### src/rtl/adder_char_pkg.sv
// ---------------------------------------------------------------------------
// adder_char_pkg
//   Shared types and width helpers for the approximate-adder error sweep.
//   - state_e      : sweep controller states
//   - DRAIN_CYCLES : cycles needed to flush the statistics pipeline
//   - sse_w/bias_w/cnt_w : accumulator widths derived from the operand width
// ---------------------------------------------------------------------------
package adder_char_pkg;

  typedef enum logic [1:0] {
    IDLE  = 2'd0,
    RUN   = 2'd1,
    DRAIN = 2'd2,
    DONE  = 2'd3
  } state_e;

  // The last pair still has to travel through S1 and S2 after it is sampled.
  localparam int DRAIN_CYCLES = 2;
  localparam int DRAIN_CNT_W  = (DRAIN_CYCLES > 1) ? $clog2(DRAIN_CYCLES) : 1;

  // Widths sized so that no accumulator can overflow over a full sweep for
  // any AUT output: 2^(2w) pairs, |err| < 2^(w+1).
  function automatic int sse_w(input int w);
    return 4 * w + 2;
  endfunction

  function automatic int bias_w(input int w);
    return 3 * w + 2;
  endfunction

  function automatic int cnt_w(input int w);
    return 2 * w + 1;
  endfunction

endpackage

### src/rtl/adder_err_sweep_ctrl_if.sv
// ---------------------------------------------------------------------------
// adder_err_sweep_ctrl_if
//   Control, AUT and statistics bundle of the adder error sweep.
//   master : host/testbench side (drives start/abort/pause and the AUT result)
//   slave  : sweep controller side (drives operands, status and statistics)
// ---------------------------------------------------------------------------
interface adder_err_sweep_ctrl_if
  import adder_char_pkg::*;
#(
  parameter int W      = 8,
  parameter int SSE_W  = sse_w(W),
  parameter int BIAS_W = bias_w(W),
  parameter int CNT_W  = cnt_w(W)
);

  logic                     start;
  logic                     abort;
  logic                     pause;
  logic [W-1:0]             op_a;
  logic [W-1:0]             op_b;
  logic [W:0]               aut_sum;
  logic                     busy;
  logic                     done;
  logic [SSE_W-1:0]         sse;
  logic signed [BIAS_W-1:0] bias;
  logic [W:0]               max_abs_err;
  logic [CNT_W-1:0]         err_cnt;

  modport master (
    output start, abort, pause, aut_sum,
    input  op_a, op_b, busy, done, sse, bias, max_abs_err, err_cnt
  );

  modport slave (
    input  start, abort, pause, aut_sum,
    output op_a, op_b, busy, done, sse, bias, max_abs_err, err_cnt
  );

endinterface

### src/rtl/adder_err_sweep_ctrl_err_stat_pipe.sv
// ---------------------------------------------------------------------------
// err_stat_pipe
//   Three-stage error statistics pipeline, one operand pair per cycle.
//   S0: err = aut_sum - (op_a + op_b), signed W+2 bits
//   S1: err, err^2, |err|, err != 0
//   S2: accumulate sse, bias, err_cnt and track max |err|
// Ports:
//   clk, rst_n   clock, async active-low reset
//   clear        synchronous clear of valids and statistics
//   sample       capture the current pair into S0 this cycle
//   op_a, op_b   operands currently presented to the AUT
//   aut_sum      AUT result for op_a/op_b
//   sse, bias, max_abs_err, err_cnt   registered statistics
// ---------------------------------------------------------------------------
module err_stat_pipe
  import adder_char_pkg::*;
#(
  parameter int W      = 8,
  parameter int SSE_W  = sse_w(W),
  parameter int BIAS_W = bias_w(W),
  parameter int CNT_W  = cnt_w(W)
) (
  input  logic                     clk,
  input  logic                     rst_n,
  input  logic                     clear,
  input  logic                     sample,
  input  logic [W-1:0]             op_a,
  input  logic [W-1:0]             op_b,
  input  logic [W:0]               aut_sum,
  output logic [SSE_W-1:0]         sse,
  output logic signed [BIAS_W-1:0] bias,
  output logic [W:0]               max_abs_err,
  output logic [CNT_W-1:0]         err_cnt
);

  // Square of a (W+2)-bit signed value needs 2W+3 bits; one spare keeps it
  // representable as a signed product before reinterpreting as unsigned.
  localparam int SQ_W = 2 * W + 4;

  logic [W:0]               exact_sum;
  logic signed [W+1:0]      err_s0;
  logic signed [SQ_W-1:0]   err_wide;
  logic [W:0]               abs_s1;

  logic                     valid0_q, valid0_d;
  logic signed [W+1:0]      err0_q,   err0_d;
  logic                     valid1_q, valid1_d;
  logic signed [W+1:0]      err1_q,   err1_d;
  logic [SQ_W-1:0]          sq1_q,    sq1_d;
  logic [W:0]               abs1_q,   abs1_d;
  logic                     nz1_q,    nz1_d;
  logic [SSE_W-1:0]         sse_q,    sse_d;
  logic signed [BIAS_W-1:0] bias_q,   bias_d;
  logic [W:0]               max_q,    max_d;
  logic [CNT_W-1:0]         cnt_q,    cnt_d;

  // Both operands are zero-extended by one bit so the difference spans the
  // full range -(2^(W+1)-2) .. 2^(W+1)-1 without wrap.
  assign exact_sum = {1'b0, op_a} + {1'b0, op_b};
  assign err_s0    = $signed({1'b0, aut_sum}) - $signed({1'b0, exact_sum});
  assign err_wide  = SQ_W'(err0_q);
  assign abs_s1    = (W + 1)'(err0_q[W+1] ? -err0_q : err0_q);

  always_comb begin
    // NOTE: every variable assigned here gets a default first, so no path
    // leaves one unassigned and no latch is inferred.
    valid0_d = valid0_q;
    err0_d   = err0_q;
    valid1_d = valid1_q;
    err1_d   = err1_q;
    sq1_d    = sq1_q;
    abs1_d   = abs1_q;
    nz1_d    = nz1_q;
    sse_d    = sse_q;
    bias_d   = bias_q;
    max_d    = max_q;
    cnt_d    = cnt_q;

    if (clear) begin
      valid0_d = 1'b0;
      valid1_d = 1'b0;
      sse_d    = '0;
      bias_d   = '0;
      max_d    = '0;
      cnt_d    = '0;
    end else begin
      // S0: a cycle without sample is a bubble.
      valid0_d = sample;
      if (sample) begin
        err0_d = err_s0;
      end

      // S1
      valid1_d = valid0_q;
      if (valid0_q) begin
        err1_d = err0_q;
        sq1_d  = $unsigned(err_wide * err_wide);
        abs1_d = abs_s1;
        nz1_d  = (err0_q != '0);
      end

      // S2
      if (valid1_q) begin
        sse_d  = sse_q + SSE_W'(sq1_q);
        bias_d = bias_q + BIAS_W'(err1_q);
        cnt_d  = cnt_q + CNT_W'(nz1_q);
        if (abs1_q > max_q) begin
          max_d = abs1_q;
        end
      end
    end
  end

  // NOTE: sequential state is updated only with non-blocking assignments so
  // every stage sees the previous cycle's values of the stage before it.
  always_ff @(posedge clk or negedge rst_n) begin
    if (!rst_n) begin
      valid0_q <= 1'b0;
      err0_q   <= '0;
      valid1_q <= 1'b0;
      err1_q   <= '0;
      sq1_q    <= '0;
      abs1_q   <= '0;
      nz1_q    <= 1'b0;
      sse_q    <= '0;
      bias_q   <= '0;
      max_q    <= '0;
      cnt_q    <= '0;
    end else begin
      valid0_q <= valid0_d;
      err0_q   <= err0_d;
      valid1_q <= valid1_d;
      err1_q   <= err1_d;
      sq1_q    <= sq1_d;
      abs1_q   <= abs1_d;
      nz1_q    <= nz1_d;
      sse_q    <= sse_d;
      bias_q   <= bias_d;
      max_q    <= max_d;
      cnt_q    <= cnt_d;
    end
  end

  assign sse         = sse_q;
  assign bias        = bias_q;
  assign max_abs_err = max_q;
  assign err_cnt     = cnt_q;

endmodule

### src/rtl/adder_err_sweep_ctrl.sv
// ---------------------------------------------------------------------------
// adder_err_sweep_ctrl
//   Sweeps an approximate W-bit adder through every (a, b) pair (b inner,
//   a outer) and accumulates error statistics against the exact sum.
// Ports:
//   clk, rst_n  clock, async active-low reset
//   bus (slave) start/abort/pause in, aut_sum in; op_a/op_b, busy, done,
//               sse, bias, max_abs_err, err_cnt out (all registered)
// ---------------------------------------------------------------------------
module adder_err_sweep_ctrl
  import adder_char_pkg::*;
#(
  parameter int W      = 8,
  parameter int SSE_W  = sse_w(W),
  parameter int BIAS_W = bias_w(W),
  parameter int CNT_W  = cnt_w(W)
) (
  input  logic                 clk,
  input  logic                 rst_n,
  adder_err_sweep_ctrl_if.slave bus
);

  localparam logic [W-1:0]           OP_MAX    = '1;
  localparam logic [DRAIN_CNT_W-1:0] DRAIN_END = DRAIN_CNT_W'(DRAIN_CYCLES - 1);

  state_e                  state_q, state_d;
  logic [W-1:0]            op_a_q,  op_a_d;
  logic [W-1:0]            op_b_q,  op_b_d;
  logic [DRAIN_CNT_W-1:0]  drain_q, drain_d;
  logic                    busy_q,  busy_d;
  logic                    done_q,  done_d;
  logic                    sample;
  logic                    clear;

  always_comb begin
    state_d = state_q;
    op_a_d  = op_a_q;
    op_b_d  = op_b_q;
    drain_d = drain_q;
    done_d  = 1'b0;
    sample  = 1'b0;
    clear   = 1'b0;

    if (bus.abort) begin
      // Abort wins over start and is honoured in every state.
      state_d = IDLE;
      op_a_d  = '0;
      op_b_d  = '0;
      drain_d = '0;
      clear   = 1'b1;
    end else begin
      unique case (state_q)
        IDLE, DONE: begin
          if (bus.start) begin
            state_d = RUN;
            op_a_d  = '0;
            op_b_d  = '0;
            clear   = 1'b1;
          end
        end
        RUN: begin
          if (!bus.pause) begin
            sample = 1'b1;
            if (op_a_q == OP_MAX && op_b_q == OP_MAX) begin
              // Final pair: operands stay at (max, max) until the next start.
              state_d = DRAIN;
              drain_d = '0;
            end else begin
              op_b_d = op_b_q + W'(1);
              if (op_b_q == OP_MAX) begin
                op_a_d = op_a_q + W'(1);
              end
            end
          end
        end
        DRAIN: begin
          if (drain_q == DRAIN_END) begin
            state_d = DONE;
            done_d  = 1'b1;
          end else begin
            drain_d = drain_q + DRAIN_CNT_W'(1);
          end
        end
        default: state_d = IDLE;
      endcase
    end

    busy_d = (state_d == RUN) || (state_d == DRAIN);
  end

  always_ff @(posedge clk or negedge rst_n) begin
    if (!rst_n) begin
      state_q <= IDLE;
      op_a_q  <= '0;
      op_b_q  <= '0;
      drain_q <= '0;
      busy_q  <= 1'b0;
      done_q  <= 1'b0;
    end else begin
      state_q <= state_d;
      op_a_q  <= op_a_d;
      op_b_q  <= op_b_d;
      drain_q <= drain_d;
      busy_q  <= busy_d;
      done_q  <= done_d;
    end
  end

  assign bus.op_a = op_a_q;
  assign bus.op_b = op_b_q;
  assign bus.busy = busy_q;
  assign bus.done = done_q;

  // The pair currently on op_a/op_b is sampled on the same edge that
  // advances the operands.
  err_stat_pipe #(
    .W      (W),
    .SSE_W  (SSE_W),
    .BIAS_W (BIAS_W),
    .CNT_W  (CNT_W)
  ) u_pipe (
    .clk         (clk),
    .rst_n       (rst_n),
    .clear       (clear),
    .sample      (sample),
    .op_a        (op_a_q),
    .op_b        (op_b_q),
    .aut_sum     (bus.aut_sum),
    .sse         (bus.sse),
    .bias        (bus.bias),
    .max_abs_err (bus.max_abs_err),
    .err_cnt     (bus.err_cnt)
  );

endmodule

### src/flat_wrapper.sv
// flat-port wrapper written by rule: the top's interface ports become plain ports
module adder_err_sweep_ctrl_flat import adder_char_pkg::*;
#(
  parameter int W      = 8,
  parameter int SSE_W  = sse_w(W),
  parameter int BIAS_W = bias_w(W),
  parameter int CNT_W  = cnt_w(W)
)
  (clk, rst_n, bus_start, bus_abort, bus_pause, bus_aut_sum, bus_op_a, bus_op_b, bus_busy, bus_done, bus_sse, bus_bias, bus_max_abs_err, bus_err_cnt);
  adder_err_sweep_ctrl_if #(.W(W), .SSE_W(SSE_W), .BIAS_W(BIAS_W), .CNT_W(CNT_W)) bus_i ();
  input  logic clk;
  input  logic rst_n;
  input wire logic [$bits(bus_i.start)-1:0] bus_start;
  input wire logic [$bits(bus_i.abort)-1:0] bus_abort;
  input wire logic [$bits(bus_i.pause)-1:0] bus_pause;
  input wire logic [$bits(bus_i.aut_sum)-1:0] bus_aut_sum;
  output wire logic [$bits(bus_i.op_a)-1:0] bus_op_a;
  output wire logic [$bits(bus_i.op_b)-1:0] bus_op_b;
  output wire logic [$bits(bus_i.busy)-1:0] bus_busy;
  output wire logic [$bits(bus_i.done)-1:0] bus_done;
  output wire logic [$bits(bus_i.sse)-1:0] bus_sse;
  output wire logic [$bits(bus_i.bias)-1:0] bus_bias;
  output wire logic [$bits(bus_i.max_abs_err)-1:0] bus_max_abs_err;
  output wire logic [$bits(bus_i.err_cnt)-1:0] bus_err_cnt;
  assign bus_i.start = bus_start;
  assign bus_i.abort = bus_abort;
  assign bus_i.pause = bus_pause;
  assign bus_i.aut_sum = bus_aut_sum;
  assign bus_op_a = bus_i.op_a;
  assign bus_op_b = bus_i.op_b;
  assign bus_busy = bus_i.busy;
  assign bus_done = bus_i.done;
  assign bus_sse = bus_i.sse;
  assign bus_bias = bus_i.bias;
  assign bus_max_abs_err = bus_i.max_abs_err;
  assign bus_err_cnt = bus_i.err_cnt;
  adder_err_sweep_ctrl #(.W(W), .SSE_W(SSE_W), .BIAS_W(BIAS_W), .CNT_W(CNT_W)) u_core (.clk(clk), .rst_n(rst_n), .bus(bus_i));
endmodule
### config.mk
export PLATFORM = sky130hd
export DESIGN_NAME = adder_err_sweep_ctrl_flat
export DESIGN_NICKNAME = d
export VERILOG_FILES = /design/src/rtl/adder_char_pkg.sv /design/src/rtl/adder_err_sweep_ctrl_if.sv /design/src/rtl/adder_err_sweep_ctrl_err_stat_pipe.sv /design/src/rtl/adder_err_sweep_ctrl.sv /design/src/flat_wrapper.sv
export SDC_FILE = /design/constraint.sdc
export NUM_CORES = 1
export LEC_CHECK = 0
export CAP_MARGIN = 25
export CORE_UTILIZATION = 52
export DETAILED_ROUTE_END_ITERATION = 8
export PLACE_DENSITY = 0.73
export SYNTH_ARGS = -nofsm -noshare
export SYNTH_HDL_FRONTEND = slang
export SYNTH_SLANG_ARGS = --single-unit
### constraint.sdc
create_clock -name clk -period 8.7 [get_ports clk]
set_clock_uncertainty 0.1 [all_clocks]
set_input_delay 1.305 -clock clk [delete_from_list [all_inputs] [get_ports clk]]
set_output_delay 1.305 -clock clk [all_outputs]
set_load 0.05 [all_outputs]
==> results.toml, run 1 <==
[synthesis]
yosysSeqAreaShare = 0.2944
yosys_warnings = 0
yosysMostFrequentCell = "inv_1"
yosysTopAreaCell = "dfrtp_1"
syn_nets = 1667
postSynthCellCount = 1444
synth_commonest_cells = "inv_1 (181), dfrtp_1 (156), nor2_1 (136)"
async_reset_ff_frac = 1.000
synthTopCellsByArea = "dfrtp_1 (29%), fa_1 (13%), ha_1 (11%)"
synth_ff_type = "dfrtp_1"
synth_area_um2 = 13260
ys_ff_latch = 156
synth-edff-count = 0
ys_types = 71
yosysTopAreaCellShare = 0.2944
syn-mean-instance-area_um2 = 9.182

[sta]
setup_ws_ns = 2.622
hold_viol = 0
setup-violations-final = 0
worst_slew_pin_slew_ns = 0.7951
tns_ns = 0
fin_crit_sh = 0.6986
finalCriticalPeriod_ns = 6.078
slew_viol_final = 0
rsz0062_at_grt = "no"
max_slew_margin = 0.4699
fmax_ghz = 0.1645

[critical_path]
end_kind = "register"
r2r_cells = 18
cpMostUsedCell = "fa_1"
path_class = "register to register"
crit_required_ns = 8.90
crit_fanout = 29
crit_chain = "and2_1, fa_1, inv_1, fa_1, inv_1, fa_1, fa_1, inv_1, fa_1, inv_1, ha_1, a21o_1, a21oi_1, o21ai_0, a211o_1, a21oi_1, xor2_1, o21ai_0"
arrival_ns = 6.28
crit_slowest_cell = "fa_1"
max_stage_delay_ns = 0.71
critPathLaunchType = "register"

[cts]
htreeDepth = 4
post_cts_buffers = 0
clk_pin_slew_ns = 0.08
clockBufferDepth = 2
clock_sinks = 156
cts_tree = "built"
ctsHoldBuffers = 0
clk-insertion-delay-late_ns = 0.43
cts.repair.resized = 0
numCtsBuffers = 17
root_buffer = "clkbuf_16"

[job]
maxCapViolations = 0

[place]
dpl_worst_slack_ns = 2.632
dp.cells = 1853
place.gp.congestion = 0.8596
io_buffers = 117
hpwl_um = 21410
place_area_um2 = 14730

[hold_path]
whs_path_depth = 2
min_path_type = "register to register"

[route]
antenna_left = 0
dr_total_vias = 10404
dr.first_iter.drc_count = 572
dr.pass1.iters = 7
viasPerCell = 5.511
routed_wl_um = 28930
drc = 1
routedWlPerCell_um = 15.32

[finish]
fin_nets = 1768
layout.cells.non_filler = 1888
fill_cells = 2174
area_growth_pct = 15.94
drive_above_1_share = 0.05520
diodes = 0
fin_area_um2 = 15370

[floorplanning]
fp.dieW_um = 161.7
core_area_um2 = 25110
ios = 118
dieArea_um2 = 26140
die_h_um = 161.7
placementRows = 58
initial_utilization = 0.5281

[grt]
gr-total-overflow = 0
grt_pass1_wl_um = 49510
grtUsageTotal = 0.2332
first_global_vias = 10489
antenna_found_initial = 0
grt_max_degree = 80

[power_and_ir_drop]
vdd_drop_max_mv = 0.3022
p_per_area_nw_per_um2 = 304.6
leakage_nw = 7.207

[outcome]
status = "finished, violations left"
violations = "design-rule violations"
## flip-flops by register name, summed over array words and instances, names as in the netlist, 2 cells and up
name / flops
u_core.u_pipe.bias: 26
u_core.u_pipe.err_cnt: 17
u_core.u_pipe.err0_q: 10
u_core.bus.op_a: 8
u_core.u_pipe.sse: 34
u_core.u_pipe.err1_q: 10
u_core.bus.op_b: 8
u_core.u_pipe.abs1_q: 8
u_core.u_pipe.sq1_q: 18
u_core.state_q: 2
u_core.u_pipe.max_abs_err: 9
## cells by family after synthesis
| family | share of synthesized area |
|---|---|
| flops | 0.2944 |
| fa+ha+maj | 0.2471 |
| compound gates | 0.1267 |
| buf+inv | 0.06530 |
| simple gates | 0.1582 |
| mux | 0.03897 |
| xor+xnor | 0.06936 |
## stage by stage
stage	hold WS, ns	utilization	power [W]
2_1_floorplan	0.3538	-	0.003301
3_3_place_gp	0.3684	0.5866	0.003851
3_5_place_dp	0.3838	0.5866	0.003933
4_1_cts	0.3983	0.6105	0.004720
5_1_grt	0.4057	0.6122	0.005210
6_report	0.3934	0.6122	0.004682
## power by group
group          leakage [nW]  internal (W)  switching [W]  total (W)
clock                 0.290      0.000389       0.000371   0.000760
combinational          4.76       0.00125        0.00173    0.00298
sequential             2.15      0.000799       0.000147   0.000945
total                  7.21       0.00244        0.00224    0.00468
## cells in the final DEF, fill, tap and decap left out, drive strengths merged, types with 11 or more instances in the layout
| cell type | count |
|---|---|
| inv | 188 |
| mux2i | 37 |
| nor3 | 22 |
| nand3 | 33 |
| nor2 | 138 |
| a21oi | 64 |
| mux2 | 13 |
| xnor2 | 59 |
| nand4 | 19 |
| a211oi | 15 |
| clkdlybuf4s50 | 116 |
| ha | 121 |
| dfrtp | 156 |
| buf | 12 |
| nand2 | 110 |
| a31oi | 13 |
| nor4 | 12 |
| a21o | 22 |
| o21ai | 77 |
| clkbuf | 17 |
| and2 | 21 |
| and3 | 18 |
| fa | 88 |
| o21bai | 11 |
| xor2 | 46 |
| nor2b | 19 |
| or3 | 17 |
## critical path: cells and delay by family (launching register included)
| family | cells | cell delay, ns |
|---|---|---|
| compound gates | 6 | 1.20 |
| simple gates | 1 | 0.38 |
| xor+xnor | 1 | 0.16 |
| fa+ha+maj | 6 | 3.13 |
| buf+inv | 4 | 0.29 |
| flops | 1 | 0.68 |
## per-layer routing
| metal | wire, um | track usage | share of wire |
|---|---|---|---|
| met5 | 0 | 0 | 0 |
| met4 | 325 | 0.04803 | 0.011 |
| met3 | 787 | 0.03345 | 0.027 |
| met2 | 14590 | 0.4126 | 0.50 |
| met1 | 13220 | 0.3039 | 0.46 |
## cell type report
cell class | count | area, um^2 | share of cell area
inverter | 183 | 686.9 | 0.04469
tap | 330 | 412.9 | 0.02686
clock inverter | 15 | 175.2 | 0.01140
multi-input combinational | 1059 | 8492 | 0.5524
sequential | 156 | 3905 | 0.2540
timing repair buffer | 128 | 1275 | 0.08294
clock buffer | 17 | 425.4 | 0.02767
## path summary, 6_finish.rpt
kind                                                          start                                   to  slack (ns)
max in group asynchronous                                     rst_n     u_core.u_pipe.valid1_q$_DFF_PN0_        6.63
worst max register to register  u_core.u_pipe.err0_q[9]$_DFFE_PN0P_  u_core.u_pipe.sq1_q[17]$_DFFE_PN0P_        2.62
worst min-delay path             u_core.u_pipe.sq1_q[5]$_DFFE_PN0P_   u_core.u_pipe.sq1_q[5]$_DFFE_PN0P_        0.39
min in group asynchronous                                     rst_n   u_core.u_pipe.bias[17]$_DFFE_PN0P_        0.79
worst min register to register   u_core.u_pipe.sq1_q[5]$_DFFE_PN0P_   u_core.u_pipe.sq1_q[5]$_DFFE_PN0P_        0.39
worst max-delay path            u_core.u_pipe.err0_q[9]$_DFFE_PN0P_  u_core.u_pipe.sq1_q[17]$_DFFE_PN0P_        2.62
Note: power is estimated with default switching activity, not from simulation.
==> run 2, diff against run 1 <==
==> constraint.sdc (replaced) <==
create_clock -name clk -period 6.2 [get_ports clk]
set_clock_uncertainty 0.1 [all_clocks]
set_input_delay 0.93 -clock clk [delete_from_list [all_inputs] [get_ports clk]]
set_output_delay 0.93 -clock clk [all_outputs]
set_load 0.05 [all_outputs]
==> run 2 against run 1 <==
The run now ends clean. Utilization fell by 0.065 points. Highest routed layer unchanged. Critical path depth did not move. Total power rose by 40%. Final cell count barely moved. Worst setup slack got worse by 2.1 ns. Maximum frequency rose by 6.4%. Clock power rose by 37%. Global-route usage rose by 0.13 points. Sequential cell count did not move.
==> results.toml, run 2 (synthesis gave the netlist of run 1 again) <==
[finish]
final_cell_mix = "inv_1 (181), dfrtp_1 (155), nor2_1 (136)"
layout.cells.non_filler = 1889
seq_area_um2 = 3905
diodes = 0
multi_input_area_um2 = 8492
area_growth_pct = 15.82
fin_area_um2 = 15360
fin_nets = 1769
largest_reg_flops = 34
drive_above_1_share = 0.05581
fill_cells = 2198
final_common_cell = "inv_1"

[cts]
clk_pin_slew_ns = 0.07
htreeDepth = 4
cts_tree = "built"
cts.repair.resized = 0
clock_sinks = 156
numCtsBuffers = 17
root_buffer = "clkbuf_16"
ctsHoldBuffers = 0
clk-insertion-delay-late_ns = 0.43
clockBufferDepth = 2
post_cts_buffers = 0

[grt]
grt_max_degree = 102
grtUsageTotal = 0.2345
grt_pass1_wl_um = 50050
gr-total-overflow = 0
antenna_found_initial = 0
first_global_vias = 10609

[place]
dpl_worst_slack_ns = 0.4832
io_buffers = 117
place.gp.congestion = 0.8600
hpwl_um = 22080
place_area_um2 = 14740
dp.cells = 1855

[sta]
finalCriticalPeriod_ns = 5.712
rsz0062_at_grt = "no"
fin_crit_sh = 0.9212
max_slew_margin = 0.3860
tns_ns = 0
setup_ws_ns = 0.4885
hold_viol = 0
setup-violations-final = 0
slew_viol_final = 0
fmax_ghz = 0.1751
worst_slew_pin_slew_ns = 0.9209

[critical_path]
max_stage_delay_ns = 0.62
critPathLaunchType = "register"
crit_chain = "and2_1, fa_1, inv_1, fa_1, inv_1, fa_1, fa_1, inv_1, fa_1, inv_1, ha_1, a21o_1, a21oi_1, o21ai_0, a211oi_1, o41ai_1, xnor2_1, o21ai_1"
r2r_end = "u_core.u_pipe.sq1_q[19]$_DFFE_PN0P_"
path_class = "register to register"
reg2reg_from = "u_core.u_pipe.err0_q[9]$_DFFE_PN0P_"
crit_slowest_cell = "fa_1"
end_kind = "register"
r2r_cells = 18
crit_required_ns = 6.39
cpMostUsedCell = "fa_1"
arrival_ns = 5.90
crit_fanout = 17
r2r_slack_ns = 0.49

[route]
routed_wl_um = 29070
dr_total_vias = 10461
viasPerCell = 5.538
dr.first_iter.drc_count = 606
drc = 0
antenna_left = 0
routedWlPerCell_um = 15.39
dr.pass1.iters = 5

[floorplanning]
ios = 118
dieArea_um2 = 26140
die_h_um = 161.7
placementRows = 58
initial_utilization = 0.5281
fp.dieW_um = 161.7
core_area_um2 = 25110

[hold_path]
whs_path_depth = 2
worstHoldStart = "u_core.u_pipe.sq1_q[6]$_DFFE_PN0P_"
min_path_type = "register to register"
min_to = "u_core.u_pipe.sq1_q[6]$_DFFE_PN0P_"

[power_and_ir_drop]
vdd_drop_max_mv = 0.3905
p_per_area_nw_per_um2 = 425.7
leakage_nw = 7.200

[job]
maxCapViolations = 0

[outcome]
status = "finished, final reports clean"
[run 2: changes by cell type in the layout (fill, tap and decap cells not counted), sizes merged]
| cell | delta |
|---|---|
| clkinv | -1 |
| buf | +1 |
| clkinvlp | +1 |
[run 2: metal layers]
| metal | GRT usage | vias up | wire length [um] |
|---|---|---|---|
| li1 | - | 5087 | - |
| met1 | 0.3009 | 5104 | 12870 |
| met2 | 0.4146 | 240 | 14570 |
| met3 | 0.03473 | 30 | 1200 |
| met4 | 0.05832 | 0 | 434 |
| met5 | 0 | - | 0 |
[run 2: cell type report]
| type | count | share of cell area |
|---|---|---|
| sequential | 156 | 0.2543 |
| timing repair buffer | 129 | 0.08221 |
| inverter | 183 | 0.04473 |
| clock buffer | 17 | 0.02770 |
| multi-input combinational | 1059 | 0.5530 |
| clock inverter | 15 | 0.01116 |
| tap | 330 | 0.02689 |
[run 2: critical path, delay by kind of cell (launching register included)]
kind                     cells  cell delay (ns)
AO/OA/AOI/OAI                6             1.19
XOR/XNOR                     1             0.16
adder cells (fa/ha/maj)      6             3.04
buffers and inverters        4             0.24
flip-flops                   1             0.53
AND/OR/NAND/NOR              1             0.31
[run 2: power by group]
group	internal [W]	switching [W]	total, W
sequential	0.00112	0.000185	0.00131
combinational	0.00177	0.00242	0.00419
clock	0.000543	0.000499	0.00104
[run 2: worst max path at each step]
stage / slack (ns) / end / startpoint / depth (start not counted)
after floorplan: 0.51 / u_core.u_pipe.sq1_q[17]$_DFFE_PN0P_ / u_core.u_pipe.err0_q[9]$_DFFE_PN0P_ / 20
after global placement: 0.64 / u_core.u_pipe.sq1_q[17]$_DFFE_PN0P_ / u_core.u_pipe.err0_q[9]$_DFFE_PN0P_ / 18
after detailed placement: 0.48 / u_core.u_pipe.sq1_q[19]$_DFFE_PN0P_ / u_core.u_pipe.err0_q[9]$_DFFE_PN0P_ / 18
after CTS: 0.48 / u_core.u_pipe.sq1_q[19]$_DFFE_PN0P_ / u_core.u_pipe.err0_q[9]$_DFFE_PN0P_ / 18
after global routing: 0.16 / u_core.u_pipe.sq1_q[19]$_DFFE_PN0P_ / u_core.u_pipe.err0_q[9]$_DFFE_PN0P_ / 18
final: 0.49 / u_core.u_pipe.sq1_q[19]$_DFFE_PN0P_ / u_core.u_pipe.err0_q[9]$_DFFE_PN0P_ / 18
[run 2: metrics by stage]
step / total power [W] / util / hold WS (ns)
after detailed placement: 0.005517 / 0.5872 / 0.3765
after floorplan: 0.004632 / - / 0.3538
after CTS: 0.006598 / 0.6110 / 0.3919
final: 0.006537 / 0.6116 / 0.3845
after global routing: 0.007305 / 0.6116 / 0.4258
after global placement: 0.005397 / 0.5872 / 0.3679
